===== config.mk =====
export PLATFORM = sky130hd
export DESIGN_NAME = logic_unit_pipe
export DESIGN_NICKNAME = d
export VERILOG_FILES = /design/src/rtl/logic_unit_pkg.sv /design/src/rtl/pipe_stage.sv /design/src/rtl/logic_unit_pipe.sv
export SDC_FILE = /design/constraint.sdc
export NUM_CORES = 1
export LEC_CHECK = 0
export CAP_MARGIN = 20
export CORE_ASPECT_RATIO = 0.75
export CORE_MARGIN = 5
export CORE_UTILIZATION = 52
export DETAILED_ROUTE_END_ITERATION = 6
export GPL_ROUTABILITY_DRIVEN = 0
export PLACE_DENSITY_LB_ADDON = 0.25
export SLEW_MARGIN = 40
export SYNTH_ARGS = -nofsm -noshare
export SYNTH_HDL_FRONTEND = slang
export SYNTH_SLANG_ARGS = --single-unit

===== constraint.sdc =====
create_clock -name clk -period 1.75 [get_ports clk]
set_input_delay 0.35 -clock clk [delete_from_list [all_inputs] [get_ports clk]]
set_output_delay 0.35 -clock clk [all_outputs]
set_load 0.1 [all_outputs]

===== src/rtl/logic_unit_pkg.sv =====
// ---------------------------------------------------------------------------
// logic_unit_pkg
//   Shared definitions for the logic_unit_pipe block:
//     LU_OP_W    - opcode width (fixed at 3)
//     LU_FLAG_W  - number of status flags carried by the output stage
//     lu_op_e    - opcode encoding. op[1:0] selects the base function
//                  (AND / OR / XOR / NOT-B) and op[2] inverts it, which is
//                  why NAND/NOR/XNOR/PASSB sit exactly 4 codes above their
//                  base functions.
// ---------------------------------------------------------------------------
package logic_unit_pkg;

  localparam int LU_OP_W   = 3;
  localparam int LU_FLAG_W = 3;

  typedef enum logic [LU_OP_W-1:0] {
    LU_AND   = 3'b000,
    LU_OR    = 3'b001,
    LU_XOR   = 3'b010,
    LU_NOTB  = 3'b011,
    LU_NAND  = 3'b100,
    LU_NOR   = 3'b101,
    LU_XNOR  = 3'b110,
    LU_PASSB = 3'b111
  } lu_op_e;

endpackage


===== src/rtl/pipe_stage.sv =====
// ---------------------------------------------------------------------------
// pipe_stage
//   One valid/ready register slice. Accepts a new word whenever it is empty
//   or its current word leaves downstream in the same cycle, so a chain of
//   these sustains one transfer per clock with no bubbles.
//
//   Parameters:
//     DW         - data width in bits
//   Ports:
//     clk        - clock, rising edge
//     rst_n      - asynchronous active-low reset; clears valid and data
//     in_valid   - upstream word is valid
//     in_ready   - slice will take the upstream word this cycle
//     in_data    - upstream word
//     out_valid  - slice holds a valid word
//     out_ready  - downstream takes the word this cycle
//     out_data   - held word
// ---------------------------------------------------------------------------
module pipe_stage #(
  parameter int DW = 8
) (
  input  logic          clk,
  input  logic          rst_n,
  input  logic          in_valid,
  output logic          in_ready,
  input  logic [DW-1:0] in_data,
  output logic          out_valid,
  input  logic          out_ready,
  output logic [DW-1:0] out_data
);

  logic          valid_q;
  logic [DW-1:0] data_q;

  // Ready depends only on our own occupancy and the downstream ready,
  // never on in_valid, so no combinational loop can form through valid.
  assign in_ready = !valid_q || out_ready;

  always_ff @(posedge clk or negedge rst_n) begin
    if (!rst_n) begin
      valid_q <= 1'b0;
      data_q  <= '0;
    end else if (in_ready) begin
      // Either empty or draining: take whatever is offered. With no upstream
      // word the stage empties; the data register keeps its stale value.
      valid_q <= in_valid;
      if (in_valid) begin
        data_q <= in_data;
      end
    end
  end

  assign out_valid = valid_q;
  assign out_data  = data_q;

endmodule


===== src/rtl/logic_unit_pipe.sv =====
// ---------------------------------------------------------------------------
// logic_unit_pipe
//   Two-stage valid/ready pipelined bitwise logic unit.
//     Stage 1 registers {op, a, b}.
//     The bitwise function is evaluated between the stages.
//     Stage 2 registers the result (and flags, when enabled).
//   Latency is two cycles; throughput is one transaction per cycle.
//
//   Build option:
//     LOGIC_UNIT_PIPE_FLAGS_EN - when defined, flag_zero / flag_parity /
//       flag_ones are computed and registered alongside the result.
//       Otherwise the flag outputs are constant 0 and no flag storage
//       exists; the port list is the same in both builds.
//
//   Parameters:
//     WIDTH      - operand/result width, 1..64
//     OP_W       - opcode width, must be 3
//   Ports:
//     clk        - clock, rising edge
//     rst_n      - asynchronous active-low reset
//     a, b       - operands
//     op         - operation select (see logic_unit_pkg::lu_op_e)
//     in_valid   - a/b/op are valid
//     in_ready   - input transfer accepted this cycle
//     out_valid  - result/flags are valid
//     out_ready  - consumer takes the result this cycle
//     result     - logic result
//     flag_zero  - result == 0
//     flag_parity- XOR of all result bits
//     flag_ones  - result is all ones
// ---------------------------------------------------------------------------
module logic_unit_pipe
  import logic_unit_pkg::*;
#(
  parameter int WIDTH = 8,
  parameter int OP_W  = LU_OP_W
) (
  input  logic             clk,
  input  logic             rst_n,
  input  logic [WIDTH-1:0] a,
  input  logic [WIDTH-1:0] b,
  input  logic [OP_W-1:0]  op,
  input  logic             in_valid,
  output logic             in_ready,
  output logic             out_valid,
  input  logic             out_ready,
  output logic [WIDTH-1:0] result,
  output logic             flag_zero,
  output logic             flag_parity,
  output logic             flag_ones
);

  // Elaboration-time legality checks.
  if (OP_W != LU_OP_W) begin : g_bad_op_w
    $error("logic_unit_pipe: OP_W must be 3");
  end
  if (WIDTH < 1 || WIDTH > 64) begin : g_bad_width
    $error("logic_unit_pipe: WIDTH must be in 1..64");
  end

  // -------------------------------------------------------------------------
  // Stage 1: operand register
  // -------------------------------------------------------------------------
  localparam int S1_W = 2 * WIDTH + OP_W;

  logic [S1_W-1:0]  s1_in_data;
  logic [S1_W-1:0]  s1_out_data;
  logic             s1_valid;
  logic             s1_adv;       // stage 2 can take stage 1's word
  logic [WIDTH-1:0] s1_a;
  logic [WIDTH-1:0] s1_b;
  logic [OP_W-1:0]  s1_op;

  assign s1_in_data = {op, a, b};

  pipe_stage #(
    .DW (S1_W)
  ) u_stage1 (
    .clk       (clk),
    .rst_n     (rst_n),
    .in_valid  (in_valid),
    .in_ready  (in_ready),
    .in_data   (s1_in_data),
    .out_valid (s1_valid),
    .out_ready (s1_adv),
    .out_data  (s1_out_data)
  );

  assign {s1_op, s1_a, s1_b} = s1_out_data;

  // -------------------------------------------------------------------------
  // Bitwise function between the stages
  // -------------------------------------------------------------------------
  lu_op_e           s1_op_e;
  logic [WIDTH-1:0] lu_res;

  assign s1_op_e = lu_op_e'(s1_op);

  always_comb begin
    lu_res = '0;
    case (s1_op_e)
      LU_AND:   lu_res = s1_a & s1_b;
      LU_OR:    lu_res = s1_a | s1_b;
      LU_XOR:   lu_res = s1_a ^ s1_b;
      LU_NOTB:  lu_res = ~s1_b;
      LU_NAND:  lu_res = ~(s1_a & s1_b);
      LU_NOR:   lu_res = ~(s1_a | s1_b);
      LU_XNOR:  lu_res = ~(s1_a ^ s1_b);
      LU_PASSB: lu_res = s1_b;
      default:  lu_res = '0;
    endcase
  end

  // -------------------------------------------------------------------------
  // Stage 2: result (+ flags) register
  // -------------------------------------------------------------------------
`ifdef LOGIC_UNIT_PIPE_FLAGS_EN
  localparam int S2_W = WIDTH + LU_FLAG_W;

  logic [S2_W-1:0] s2_in_data;
  logic [S2_W-1:0] s2_out_data;

  // Flags are derived from the combinational result so they register in the
  // same cycle as the result they describe.
  assign s2_in_data = {(lu_res == '0), (^lu_res), (&lu_res), lu_res};

  assign {flag_zero, flag_parity, flag_ones, result} = s2_out_data;
`else
  localparam int S2_W = WIDTH;

  logic [S2_W-1:0] s2_in_data;
  logic [S2_W-1:0] s2_out_data;

  assign s2_in_data  = lu_res;
  assign result      = s2_out_data;
  assign flag_zero   = 1'b0;
  assign flag_parity = 1'b0;
  assign flag_ones   = 1'b0;
`endif

  pipe_stage #(
    .DW (S2_W)
  ) u_stage2 (
    .clk       (clk),
    .rst_n     (rst_n),
    .in_valid  (s1_valid),
    .in_ready  (s1_adv),
    .in_data   (s2_in_data),
    .out_valid (out_valid),
    .out_ready (out_ready),
    .out_data  (s2_out_data)
  );

endmodule


## Yosys cells after proc, flatten, opt, wreduce, memory -nomap -nowiden

Index checks and enable logic that the tools add are counted.

| storage, ports and cells | value |
|---|---|
| input port bits | 23 |
| register bits after elaboration | 29 |
| word-level logic and storage cells | 26 |
| output and inout bits | 13 |

| cells by class | value |
|---|---|
| bitwise gates (word level) | 7 |
| multiplexer cells | 1 |
| reductions and logical operators | 7 |
| equality and inequality tests | 7 |

Operators by type and width:

| kind | number |
|---|---|
| 8-bit one-hot mux with 8 select lines | 1 |
| 8-bit inverter | 4 |
| 3-bit == test (second input constant) | 4 |
| 8-bit AND | 1 |
| 8-bit OR | 1 |
| 8-bit XOR | 1 |
| 3-bit by 2-bit == test with 1-bit output (second input constant) | 2 |
| 2-bit AND reduction | 2 |
| 3-bit by 1-bit == test with 1-bit output (second input constant) | 1 |
| 3-bit logical NOT | 1 |
| 1-bit logical NOT | 2 |
| 1-bit logical OR | 2 |

## Logic depth before layout (Yosys ltp)

| depth | value |
|---|---|
| depth in word-level cells | 4 |
| depth in mapped cells | 6 |
| gate-level depth less buffers | 6 |

## Cells and area by module

From an unflattened synthesis, not the netlist that was laid out.

| unflattened totals | value |
|---|---|
| cell total of the unflattened synthesis | 174 |
| area total of the unflattened synthesis | 2,013.2 um^2 |

By module, submodules not included:

| module | seq. area each (um^2) | cells each | area each (um^2) | times used |
|---|---|---|---|---|
| logic_unit_pipe | 0.0 | 111 | 833.3 | 1 |
| pipe_stage (u_stage1) | 500.5 | 43 | 794.5 | 1 |
| pipe_stage (u_stage2) | 225.2 | 20 | 385.4 | 1 |

## Least setup slack after synthesis

Ideal clock, no wire load.

| timing | value |
|---|---|
| path type | reg-to-reg |
| from | register u_stage2.valid_q (netlist: u_stage2.out_valid) |
| to | register u_stage1.data_q[10] (netlist: u_stage1.out_data[10]) |
| buffers on the path | 1 |
| cell stages (with the launch flop) | 5 |
| slack | -1,422 ps |
| clock period less this slack | 3,172 ps |
| arrival time | 3,048 ps |
| setup time | 125 ps |
| required time | 1,625 ps |
| cells stage by stage | dfrtp_1 nand3b_1 nand2_2 buf_4 mux2_2 |

| on the way | value |
|---|---|
| word-level cells in the longest chain between the ends | 4 |

Ends and longest elaborated chain:

| what | RTL line | source |
|---|---|---|
| start: declaration | pipe_stage.sv:32 | `logic valid_q;` |
| start signal: assignment | pipe_stage.sv:46 | `valid_q <= in_valid;` |
| 1-bit logical NOT | pipe_stage.sv:37 | `assign in_ready = !valid_q \|\| out_ready;` |
| 1-bit logical OR (2 in series) | pipe_stage.sv:37 |  |
| via in_ready | logic_unit_pipe.sv:44 | `output logic in_ready,` |
| 2-bit AND reduction (no line) | -- |  |
| end signal: assignment | pipe_stage.sv:48 | `data_q <= in_data;` |
| end: declaration | pipe_stage.sv:33 | `logic [DW-1:0] data_q;` |

The timed path passes the listed nets, and every way through them passes these cells.
A chain may end at the register's enable or synchronous reset.

## Final worst setup path

| timing | value |
|---|---|
| from | input out_ready |
| to | output in_ready |

| on the way | value |
|---|---|
| word-level cells in the longest chain between the ends | 2 |

Ends and longest elaborated chain:

| what | RTL line | source |
|---|---|---|
| start: declaration | logic_unit_pipe.sv:46 | `input logic out_ready,` |
| 1-bit logical OR (2 in series) | pipe_stage.sv:37 |  |
| end: declaration | logic_unit_pipe.sv:44 |  |

No other way between the ends.

==> results.md <==
Clock network:
- The count of hold buffers inserted by post-cts repair is 0.
- The cell chosen for the clock root is sky130_fd_sc_hd__clkbuf_8.
- The total clock sinks is 29.
- At the later pin of the worst-skew pair, clock insertion delay measures 280 ps.
- Buffers inserted during clock tree synthesis total 5.
- The deepest level of the CTS H-tree is 2.
- TritonCTS built the clock tree.
- The clock passes through at most 2 buffers.
- Clock-pin slew was measured on the worst setup and hold paths at about 60 ps.

Pwr:
- The largest voltage drop on the vdd net is approximately 650 uV.
- The proportion of total power due to net switching is 0.4337.
- The total internal power is ~1.8 mW.
- The power density relative to cell area is 1251 mW/mm^2.
- Of the total power, the clock network draws 0.164.
- Of the total power, registers draw 0.309.
- The net switching power is between 1 and 1.5 mW.
- The power share of the combinational group is 0.527.
- Summed over all cells, the static leakage comes to roughly 1.2 nW.

Global routing:
- For this run, the total global-route usage over all layers was measured as 0.1759.
- The global-route congestion overflow total is 0.
- The number of global-route vias before repair is roughly 1,500.
- The maximum number of pins on one net before global-route repair is 30.
- The first global-routing pass estimated 6872 um of wire.
- The initial antenna violation count came to 0.

Floorplanning:
- The number of placement rows is 19.
- After floorplanning, the core was sized to cover roughly 0.0036 mm^2.
- The die footprint is ~0.0050 mm^2.
- In this run the vertical extent of the chip is 62.22 um.
- The floorplan die width is between 70 and 80 um.
- During I/O placement, the number of pins put on the boundary was 36.
- For this configuration, the core starts out at a cell density of 0.5267.

Detailed routing:
- The first routing iteration left between 100 and 150 violations.
- The aggregate routed wire length is just over 4000 um.
- The vias after detailed routing is 1,473.
- The first-pass iteration count of the detailed router is 4.
- Dividing the detail-routed via count by the number of cells gives 5.476.
- The count of nets left with antenna violations after detail routing is 0.
- The number of DRC violations after detailed routing is 0.
- After detailed routing, the average wire length per cell comes to approximately 15 um.

Yosys:
- The synthesis warning total is 0.
- The post-synthesis share of cell area spent on xor and xnor gates is 0.009265.
- For this run, asynchronously set or reset flops after synthesis account for 1.000.
- A synthesized cell averages approximately 11 um^2.
- Of the total synthesized cell area, the portion taken by AND, OR, NAND and NOR gates is 0.1238.
- After technology mapping, the gate count stands at approximately 180.
- By area, the combinational part of the netlist is dominated by multiplexers.
- The predominant post-synthesis flop cell is sky130_fd_sc_hd__dfrtp_1.
- The mux contribution to synthesized area is 0.1635.
- The share of the Yosys chip area taken by registers is 0.3839.
- The share of the synthesized area in compound gates (AO/OA/AOI/OAI) is 0.1291.
- The post-synthesis instance area is approximately 0.0019 mm^2.
- Of the post-synthesis cell area, the dominant cell type holds 0.3839.
- Of the total synthesized cell area, the portion taken by full adders, half adders and majority gates is 0.1059.
- The synthesized design contains 29 register bits.
- sky130_fd_sc_hd__dfrtp_1 takes more of the synthesized area than any other cell.
- In this run, distinct cell masters in the synthesized netlist total 36.
- The number of enable flip-flop cells after synthesis is 0.
- Sorting the synthesized cells by area gives the leading types as sky130_fd_sc_hd__dfrtp_1, sky130_fd_sc_hd__mux2_2, sky130_fd_sc_hd__ha_1.

Setup path:
- The maximum fanout along the worst path is 2.
- The element type at the critical path end is an output pin.
- On the worst path, the slowest cell contributes a delay of just over 400 ps.
- Walking the worst path, the cells encountered are clkdlybuf4s50_1 -> nand3b_1 -> buf_4 -> buf_12.
- The worst setup path is launched from an input port.
- The cell with the largest stage delay on the worst path is sky130_fd_sc_hd__clkdlybuf4s50_1.
- For the worst setup path, the data required time is ~1400 ps.
- The critical path start-end classification is input port to output pin.
- STA puts the critical path data arrival time at between 1000 and 1500 ps.
- Counting cells, the worst reg-to-reg path comes to 5.

Place:
- The number of buffers inserted by port buffering is 32.
- OpenSTA, run right after detailed placement, puts the worst setup slack at -65.87 ps.
- After legalization and detailed placement, the total HPWL measured about 3000 um.
- The placed instances occupy a cell area of around 0.0024 mm^2.

STA:
- The fmax is about 600 MHz.
- The maximum clock skew at final layout is between 4 and 5 ps.
- In the finished design, the share of the clock period the worst path needs comes to 0.9623.
- The setup slack of the critical path after layout is between 60 and 70 ps.
- Setup violations remaining at the end of the flow were counted as 0.
- The accumulated negative setup slack is 0 ps.
- The final number of max-transition violations is 0.
- The count of final hold-check violations is 0.
- Hold is met by roughly 460 ps.
- Counting I/O delays and the setup requirement, the final critical path takes around 1700 ps.

Run status:
- The run finished with clean final reports.

Final layout:
- Of the cells placed in the final design, the portion with a size suffix greater than 1 is 0.2396.
- The area added between synthesis and finish is 32.49%.
- The library cell used most frequently in the layout, excluding fill and tap cells, is sky130_fd_sc_hd__dfrtp_1.
- The fraction of the core area covered by cells at the end of the flow is 0.6978.
- The design area is between 0.002 and 0.003 mm^2.
- The top cell types in the final layout, fill and taps aside, are sky130_fd_sc_hd__dfrtp_1, sky130_fd_sc_hd__clkdlybuf4s50_1, sky130_fd_sc_hd__inv_1.
- The number of antenna diodes in the final layout is 0.
- The final layout contains ~260 nets.

Run:
- Across the run, the number of max-cap violations was 0.

Min path:
- The worst min-delay path category is input port to asynchronous set/reset pin.
==> final timing paths <==
| check | from | endpoint | slack, ps |
|---|---|---|---|
| setup / recovery | out_ready | in_ready | 70 |
| hold / removal | rst_n | u_stage1.out_data[12] | 460 |
| setup reg to reg | u_stage1.out_data[17] | u_stage2.out_data[4] | 100 |
| hold reg to reg | u_stage1.out_valid | u_stage2.out_valid | 500 |
| max in group asynchronous | rst_n | u_stage2.out_valid | 990 |
| min in group clk | u_stage1.out_valid | u_stage2.out_valid | 500 |
==> flip-flops by register name (all words and copies together), names as in the netlist <==
| name | cells |
|---|---|
| u_stage1.out_valid | 1 |
| u_stage1.out_data | 19 |
| u_stage2.out_data | 8 |
| u_stage2.out_valid | 1 |
==> final cells by class <==
| class | count | area (um^2) |
|---|---|---|
| Multi-Input combinational cell | 121 | 1066 |
| Clock buffer | 8 | 80.08 |
| Sequential cell | 29 | 729.5 |
| Inverter | 19 | 71.32 |
| Fill cell | 253 | 1085 |
| Timing Repair Buffer | 40 | 493.0 |
| Tap cell | 52 | 65.06 |
==> power groups by stage <==
stage | Clock (mW) | Combinational, mW | Sequential (mW)
CTS | 0.523 | 1.64 | 0.970
finish | 0.514 | 1.65 | 0.970
detailed placement | 0 | 1.64 | 0.982
floorplan | 0 | 0.634 | 1.42
global route | 0.559 | 1.73 | 0.992
global placement | 0 | 1.59 | 0.968
==> synthesized netlist by cell type, drive strengths merged, types with 3 or more instances <==
master,n
dfrtp,29
inv,19
mux2,19
nand2,17
ha,16
buf,11
nand2b,9
nor2,7
o32ai,7
o31ai,6
a22o,5
mux2i,5
nor2b,4
a211oi,3
nor3,3
o21ai,3
==> cell families after synthesis <==
| family | Yosys count |
|---|---|
| compound gates | 29 |
| xor+xnor | 2 |
| fa+ha+maj | 16 |
| buf+inv | 30 |
| flops | 29 |
| mux | 26 |
| other cells | 1 |
| simple gates | 45 |
==> stage by stage <==
stage,total power [mW],cells
2_1_floorplan,2.054,180
3_3_place_gp,2.554,261
3_5_place_dp,2.618,261
4_1_cts,3.131,269
5_1_grt,3.283,269
6_report,3.135,269
==> repair_timing <==
| item | 4_1_cts | 5_1_grt |
|---|---|---|
| setup endpoints to repair | 0 | 1 |
| gates resized for setup | 0 | 1 |
| buffers inserted | 0 | 0 |
==> metal layers <==
metal	GRT usage	part of all wire
met5	0	0
met4	0.05794	0.0098
met3	0.04335	0.071
met2	0.2792	0.47
met1	0.2338	0.45
==> worst max-delay path, delay by kind of cell <==
family        cells  cell delay [ps]
simple gates      1              230
buf+inv           3              760
Note: power is estimated with default switching activity, not from simulation.
